===== src/rtl/strb_period_meas.sv =====
// Purpose: measures the spacing in clk cycles between single-cycle strobes and reports each period. It asserts locked after a run of consistent periods and pulses timeout when strobes stop arriving.
// Latency: period and period_valid are registered and appear 1 cycle after the strobe. Locked updates in the same cycle as period_valid. Timeout appears 1 cycle after the counter reaches TIMEOUT.
// Backpressure: none. The block always accepts strobe_in, and every output is a free-running pulse or level.
// Optional feature: define STRB_PERIOD_AVG_EN to report a smoothed period (avg += (new-avg)>>>2) and to check tolerance against it.
module strb_period_meas #(
  parameter int CNT_W      = 16,
  parameter int LOCK_COUNT = 4,
  parameter int TOL        = 2,
  parameter int TIMEOUT    = 1023
) (
  input  logic             clk,
  input  logic             rst_n,
  input  logic             strobe_in,
  output logic [CNT_W-1:0] period,
  output logic             period_valid,
  output logic             locked,
  output logic             timeout
);

  typedef enum logic [1:0] {IDLE, MEAS, TRACK} state_t;

  // LOCK_COUNT is at most 255, so an 8-bit match counter covers the full range
  localparam int MC_W = 8;

  state_t           state_q, state_d;
  logic [CNT_W-1:0] cnt_q, cnt_d;
  logic [CNT_W-1:0] ref_q, ref_d;
  logic [CNT_W-1:0] period_q, period_d;
  logic [MC_W-1:0]  match_q, match_d;
  logic             vld_q, vld_d;
  logic             lock_q, lock_d;
  logic             to_q, to_d;

  logic signed [CNT_W:0] diff;
  logic        [CNT_W:0] abs_diff;
  logic                  in_tol;
  logic [CNT_W-1:0]      new_ref;
  logic [MC_W-1:0]       match_inc;

`ifdef STRB_PERIOD_AVG_EN
  logic signed [CNT_W+1:0] avg_delta;
`endif

  // Distance between the fresh interval and the reference, one bit wider than the counter so it cannot wrap
  always_comb begin
    diff     = $signed({1'b0, cnt_q}) - $signed({1'b0, ref_q});
    abs_diff = diff[CNT_W] ? $unsigned(-diff) : $unsigned(diff);
    in_tol   = (abs_diff <= (CNT_W+1)'(TOL));
    match_inc = (match_q >= MC_W'(LOCK_COUNT)) ? MC_W'(LOCK_COUNT) : match_q + 1'b1;
  end

`ifdef STRB_PERIOD_AVG_EN
  // Move the smoothed reference a quarter of the way toward the new interval; arithmetic shift keeps the sign
  always_comb begin
    avg_delta = $signed({2'b00, cnt_q}) - $signed({2'b00, ref_q});
    new_ref   = CNT_W'($signed({2'b00, ref_q}) + (avg_delta >>> 2));
  end
`else
  // The reference is simply the last raw interval
  always_comb begin
    new_ref = cnt_q;
  end
`endif

  // Next-state logic for the measurement FSM, the interval counter and the lock tracker
  always_comb begin
    state_d  = state_q;
    cnt_d    = cnt_q;
    ref_d    = ref_q;
    period_d = period_q;
    match_d  = match_q;
    vld_d    = 1'b0;
    lock_d   = lock_q;
    to_d     = 1'b0;
    case (state_q)
      IDLE: begin
        cnt_d = '0;
        if (strobe_in) begin
          cnt_d   = CNT_W'(1);
          state_d = MEAS;
        end
      end
      MEAS: begin
        if (strobe_in) begin
          // The first full interval seeds the reference; the averaged build starts its average here too
          cnt_d    = CNT_W'(1);
          period_d = cnt_q;
          ref_d    = cnt_q;
          vld_d    = 1'b1;
          match_d  = '0;
          state_d  = TRACK;
        end else if (cnt_q == CNT_W'(TIMEOUT)) begin
          to_d    = 1'b1;
          cnt_d   = '0;
          match_d = '0;
          lock_d  = 1'b0;
          state_d = IDLE;
        end else begin
          cnt_d = cnt_q + 1'b1;
        end
      end
      TRACK: begin
        // A strobe takes priority over a timeout in the same cycle
        if (strobe_in) begin
          cnt_d    = CNT_W'(1);
          period_d = new_ref;
          ref_d    = new_ref;
          vld_d    = 1'b1;
          if (in_tol) begin
            match_d = match_inc;
            lock_d  = (match_inc == MC_W'(LOCK_COUNT));
          end else begin
            match_d = '0;
            lock_d  = 1'b0;
          end
        end else if (cnt_q == CNT_W'(TIMEOUT)) begin
          // Strobe lost: the last reported period is held
          to_d    = 1'b1;
          cnt_d   = '0;
          match_d = '0;
          lock_d  = 1'b0;
          state_d = IDLE;
        end else begin
          cnt_d = cnt_q + 1'b1;
        end
      end
      default: begin
        state_d = IDLE;
        cnt_d   = '0;
      end
    endcase
  end

  // State and output registers, cleared asynchronously
  always_ff @(posedge clk or negedge rst_n) begin
    if (!rst_n) begin
      state_q  <= IDLE;
      cnt_q    <= '0;
      ref_q    <= '0;
      period_q <= '0;
      match_q  <= '0;
      vld_q    <= 1'b0;
      lock_q   <= 1'b0;
      to_q     <= 1'b0;
    end else begin
      state_q  <= state_d;
      cnt_q    <= cnt_d;
      ref_q    <= ref_d;
      period_q <= period_d;
      match_q  <= match_d;
      vld_q    <= vld_d;
      lock_q   <= lock_d;
      to_q     <= to_d;
    end
  end

  assign period       = period_q;
  assign period_valid = vld_q;
  assign locked       = lock_q;
  assign timeout      = to_q;

endmodule


===== config.mk =====
export PLATFORM = sky130hd
export DESIGN_NAME = strb_period_meas
export DESIGN_NICKNAME = d
export VERILOG_FILES = /design/src/rtl/strb_period_meas.sv
export SDC_FILE = /design/constraint.sdc
export NUM_CORES = 1
export LEC_CHECK = 0
export CELL_PAD_IN_SITES_DETAIL_PLACEMENT = 0
export CELL_PAD_IN_SITES_GLOBAL_PLACEMENT = 1
export CORE_MARGIN = 4
export CORE_UTILIZATION = 40
export CTS_CLUSTER_DIAMETER = 40
export DETAILED_ROUTE_END_ITERATION = 12
export PLACE_DENSITY_LB_ADDON = 0.1
export RECOVER_POWER = 25
export SLEW_MARGIN = 20
export SYNTH_ARGS = -nofsm -noshare
export SYNTH_HDL_FRONTEND = slang
export SYNTH_SLANG_ARGS = --single-unit

===== constraint.sdc =====
create_clock -name clk -period 3.75 [get_ports clk]
set_clock_uncertainty 0.1 [all_clocks]
set_input_delay 0.5625 -clock clk [delete_from_list [all_inputs] [get_ports clk]]
set_output_delay 0.5625 -clock clk [all_outputs]
set_load 0.05 [all_outputs]

# ---- Word level (Yosys, flattened, before mapping)
# Cells that the tools add are included.
dict set report totals {
  ff_bits 45
  inputBits 3
  out_inout_bits 19
  wordCells 52
}
dict set report classes {
  addsub 4
  n_lt_le_gt_ge 2
  eq_ne 7
  muxes 26
  n_reduce_logical 6
}
# operator n
set op_table {}
lappend op_table {{$mux W8} 5}
lappend op_table {{$mux W16} 2}
lappend op_table {{$pmux W16 S2} 1}
lappend op_table {{$le A17 B2 Y1 const B} 1}
lappend op_table {{$mux W17} 1}
lappend op_table {{$neg A17 Y17} 1}
lappend op_table {{$sub A16 B16 Y17} 1}
lappend op_table {{$add A16 B1 Y16 const B} 1}
lappend op_table {{$eq A16 B10 Y1 const B} 1}
lappend op_table {{$pmux W8 S2} 1}
lappend op_table {{$mux W1} 10}
lappend op_table {{$add A8 B1 Y8 const B} 1}
lappend op_table {{$eq A8 B3 Y1 const B} 1}
lappend op_table {{$ge A8 B3 Y1 const B} 1}
lappend op_table {{$mux W2} 4}
lappend op_table {{$ne A2 B2 Y1 const B} 3}
lappend op_table {{$pmux W2 S3} 1}
lappend op_table {{$reduce_and A2 Y1} 3}
lappend op_table {{$eq A2 B1 Y1 const B} 1}
lappend op_table {{$eq A2 B2 Y1 const B} 1}
lappend op_table {{$logic_not A2 Y1} 1}
lappend op_table {{$pmux W1 S2} 1}
lappend op_table {{$reduce_bool A2 Y1} 1}
lappend op_table {{$reduce_or A2 Y1} 1}

# ---- Depth between registers and ports, before layout
# Gate-level depths: netlist of run 1.
dict set report logic_depth {
  word_depth 7
  mapped_depth 15
  ltp_nobuf 13
}

# ---- Worst setup path before layout of run 1
# Ideal clock, no wire load.
dict set report synth_timing {
  path_type {reg-to-reg}
  start {reg period[1] (netlist name)}
  end {reg match_q[0]}
  setup_ps 125
  t_arrival_ps 3526
  required_ps 3525
  setup_slack_ps -1
  stages_incl_launch_ff 13
  n_path_buf 0
  synth_period_minus_slack_ps 3751
  cell_sequence {dfrtp_1 -> inv_1 -> ha_1 -> nor2b_4 -> o2111a_2 -> or3_4 -> a32oi_4 -> nand2_2 -> or4_4 -> o41ai_2 -> a2111oi_1 -> and3_1 -> mux2_4}
}
# element line
set synth_rtl {}
lappend synth_rtl {{end signal: assignment} 150} ;# match_q <= match_d;
lappend synth_rtl {{end: declaration} 29} ;# logic [MC_W-1:0] match_q, match_d;

# ---- Worst setup path after layout of run 1
dict set report layout_timing {
  start {reg cnt_q[0]}
  end {reg match_q[0]}
}
dict set report layout_via {
  elab_chain_len 7
  elab_cells_between_ends 10
  cone_classes {add/sub (2); order compare (1); eq/ne (1); mux (6)}
}
# element line
set layout_lines {}
lappend layout_lines {{start: declaration} 26} ;# logic [CNT_W-1:0] cnt_q, cnt_d;
lappend layout_lines {{start signal: assignment} 147} ;# cnt_q <= cnt_d;
lappend layout_lines {{$sub A16 B16 Y17} 46} ;# diff = $signed({1'b0, cnt_q}) - $signed({1'b0, ref_q});
lappend layout_lines {{$neg A17 Y17} 47} ;# abs_diff = diff[CNT_W] ? $unsigned(-diff) : $unsigned(diff);
lappend layout_lines {{$mux W17} 47}
lappend layout_lines {{$le A17 B2 Y1} 48} ;# in_tol = (abs_diff <= (CNT_W+1)'(TOL));
lappend layout_lines {{$mux W8} 109} ;# if (in_tol) begin
lappend layout_lines {{$mux W8} 104} ;# if (strobe_in) begin
lappend layout_lines {{$pmux W8 S2 (*)} 75} ;# case (state_q)
# Mark *: on every way between the ends. The rest lies on a longest branch, timed or not.
# A chain may end at the register's enable or synchronous reset.

==> results.yml, run 1 <==
run_status:
  status: "finished with violations"
  violations: "max-capacitance violations, max-slew violations"
power:
  p_total_mw: 2.99
  intPower_mw: 1.60
  p_leak_nw: 1.84
  ir_drop_mv: 0.317
  seq_power_share_pct: 18.5
  power_frac_comb_pct: 66.9
  switching_share_pct: 46.4
  p_clk_share_pct: 14.7
  powerDensity_nw_per_um2: 737
  switchingPower_mw: 1.39
synth:
  synth_top_family_by_area: "simple AND/OR/NAND/NOR gates"
  async_flop_share_pct: 100
  synth_compound_area_share_pct: 22.6
  synth_top_area_share_pct: 32.5
  synthTopCellsByArea: "dfrtp_1, ha_1, nand2_1"
  yosysWarnings: 0
  synth-xor-area-share_pct: 5.52
  synth.net_count: 443
  syn_inst: 416
  ys_seq_area_share_pct: 32.5
  synthMuxAreaShare_pct: 1.05
  synth_flop_cell: "dfrtp_1"
  ys_ff_latch: 45
  postSynthAreaPerCell_um2: 8.33
  synthSimpleGateAreaFrac_pct: 25.3
  synth_top_cell_by_area: "dfrtp_1"
  synth_edf_count: 0
  synth_cell_types: 66
  synth_fa_ha_area_share_pct: 8.88
  synthesis.area_um2: 3470
sta:
  fin_crit_ns: 3.60
  maxSlewViolCount: 46
  finalCritPeriodShare_pct: 95.9
  slew_headroom_pct: -66.8
  clock.fmax_mhz: 278
  tightest_slew_ns: 2.50
  finalHoldViolCount: 0
  setup_viol_count_final: 0
drt:
  via_per_inst: 5.52
  dr.pass1.iters: 5
  ant_nets: 0
  drt-total-wl_mm: 8.43
  drt_iter0_markers: 135
  post_drt_wl_per_cell_um: 15.3
  drc: 0
  vias: 3043
cts:
  h-tree-depth: 2
  clk_root_buffer_cell: "clkbuf_8"
  clkTransAtPathRegs_ns: 0.09
  numCtsBuffers: 5
  clock_sinks: 45
  clock_path_buffers: 2
  clock_latency_ns: 0.30
  cts_tree: "yes"
cells_and_area:
  fin_util_pct: 48.7
  fin_area_um2: 4060
  drive_gt1_share_pct: 12.1
  layout_common_cells: "nand2_1, dfrtp_1, nor2_1"
  area_growth_pct: 17.2
  n_antenna_cell: 0
  nets: 472
  final_common_cell: "nand2_1"
critical_path:
  path_class: "reg2reg"
  r2r_start: "cnt_q[0]$_DFF_PN0_"
  r2r_setup_slack_ns: 0.15
  r2r_cells: 14
  rr_endpoint: "match_q[0]$_DFFE_PN0N_"
  startpoint_type: "flop"
  endpoint_kind: "flop"
  worst_ep_required_time_ns: 3.89
  arrival_ns: 3.74
  critPathMaxFanout: 4
place:
  dp_hpwl_mm: 6.53
  dpl_cell_area_um2: 3840
  portBuffers: 21
  gp_congestion: 0.846
die:
  die_h_um: 101
  coreArea_um2: 8340
  pin_count: 22
  die-width_um: 101
  start_util_pct: 41.6
  rows: 33
  die_area_um2: 10200
global_routing:
  grt_pass1_wl_mm: 14.7
  grt_util_all_layers_pct: 17.7
  antenna_found_initial: 0
  grt_max_degree: 46
  grt_overflow: 0
  grt_pass1_vias: 3019
min_path:
  holdCritPathClass: "reg2reg"
  holdPathEnd: "match_q[2]$_DFFE_PN0N_"
  holdPathStages: 2
  worstHoldStart: "match_q[2]$_DFFE_PN0N_"
flow_run:
  drv_cap: 1
-- layout make-up --
cell class	count	area, µm²
clock buffers	5	68.8
flip-flops and latches	45	1130
inverters	26	97.6
well taps	105	131
clock inverters	3	65.1
multi-input cells	332	2260
repair buffers	35	309
fillers	825	4280
-- worst max-delay path: stages (launching register included) --
cell,delay (ns)
dfrtp_1,0.42
inv_1,0.11
ha_1,0.19
buf_4,0.15
nor2b_4,0.04
o2111ai_1,0.32
a211oi_1,0.15
buf_4,0.16
nor3_1,0.28
xnor2_1,0.13
or4_1,0.59
o211a_1,0.29
nor4_1,0.27
and3_1,0.21
mux2_4,0.14
-- kinds of logic (layout without fill, tap and decap cells) --
logic type / after synthesis / count (layout)
adders and majority gates: 24 / 24
buffers and inverters: 39 / 69
and+or+nand+nor: 174 / 174
muxes: 3 / 3
xor gates and xnor gates: 21 / 21
AOI/OAI and AO/OA: 110 / 110
DFF: 45 / 45
-- how the worst max path moves through the flow --
stage | from | slack, ns | endpoint | cells after the start
after floorplan | period[0]$_DFFE_PN0P_ | 0.01 | match_q[0]$_DFFE_PN0N_ | 13
after global placement | cnt_q[2]$_DFF_PN0_ | 0.15 | match_q[0]$_DFFE_PN0N_ | 11
after detailed placement | cnt_q[0]$_DFF_PN0_ | 0.1 | match_q[0]$_DFFE_PN0N_ | 13
after CTS | cnt_q[0]$_DFF_PN0_ | 0.09 | match_q[0]$_DFFE_PN0N_ | 13
after global routing | cnt_q[2]$_DFF_PN0_ | -0.02 | match_q[0]$_DFFE_PN0N_ | 11
final | cnt_q[0]$_DFF_PN0_ | 0.15 | match_q[0]$_DFFE_PN0N_ | 14
-- metal layers --
layer / up-vias / share of wire (%) / global-route usage [%]
li1: 1556 / - / -
met1: 1448 / 51 / 25.4
met2: 35 / 46 / 28.0
met3: 4 / 1.7 / 2.28
met4: 0 / 1.0 / 4.70
met5: - / 0 / 0
-- metrics by stage --
stage          cells  hold slack [ns]  worst slack (ns)  TNS (ns)
2_1_floorplan    416            0.167            0.0101         0
3_3_place_gp     540            0.354             0.152         0
3_5_place_dp     540            0.357            0.0996         0
4_1_cts          548            0.378            0.0893         0
5_1_grt          551            0.402           -0.0153   -0.0302
6_report         551            0.377             0.154         0
-- registers in the layout (all words and copies together) (netlist names) --
| register | cells |
|---|---|
| locked | 1 |
| state_q | 2 |
| match_q | 8 |
| cnt_q | 16 |
| timeout | 1 |
| period_valid | 1 |
| period | 16 |
-- synthesized netlist by cell type (2+ instances only) --
master,number
or3_1,3
a31oi_1,2
a21o_1,5
o21bai_1,3
nor3_1,7
ha_1,23
o211ai_1,9
nor4b_1,4
o31ai_1,2
nand2b_1,6
xnor2_1,11
nand3_1,15
a21boi_0,2
clkbuf_1,13
nor2b_4,2
inv_1,26
and2_1,9
xor2_1,9
and4_1,2
dfrtp_1,45
nor4_1,5
o2111ai_1,2
o211a_1,2
or4_1,2
a211oi_1,2
nor2b_1,2
nand2_1,51
a21oi_1,21
nand4_1,7
and3_1,13
o41ai_2,2
o21ai_0,30
o21ai_1,5
or2_1,2
nor2_1,40
o2111a_1,2
-- repair_timing --
item	in CTS	in global routing
resized for setup	0	13
setup buffers	0	3
endpoints found under the setup margin	0	4
endpoints found under the hold margin	0	0
hold buffers	0	0
-- power groups by stage --
stage | logic (mW) | registers (mW) | clock network, mW
final | 2.00 | 0.553 | 0.439
after global routing | 2.20 | 0.558 | 0.477
after CTS | 1.88 | 0.554 | 0.459
after detailed placement | 1.87 | 0.563 | 0
after global placement | 1.85 | 0.560 | 0
after floorplan | 1.35 | 0.603 | 0
Note: power is estimated with default switching activity, not from simulation.
==> run 2, diff against run 1 <==
- TNS_END_PERCENT: not set -> 20
==> results of run 2 <==
Final layout, timing and power as in run 1 (identical DEF).
==> run 3, diff against run 2 <==
- CTS_CLUSTER_DIAMETER: 40 -> not set
==> results of run 3 <==
Final layout, timing and power as in run 1 (identical DEF).
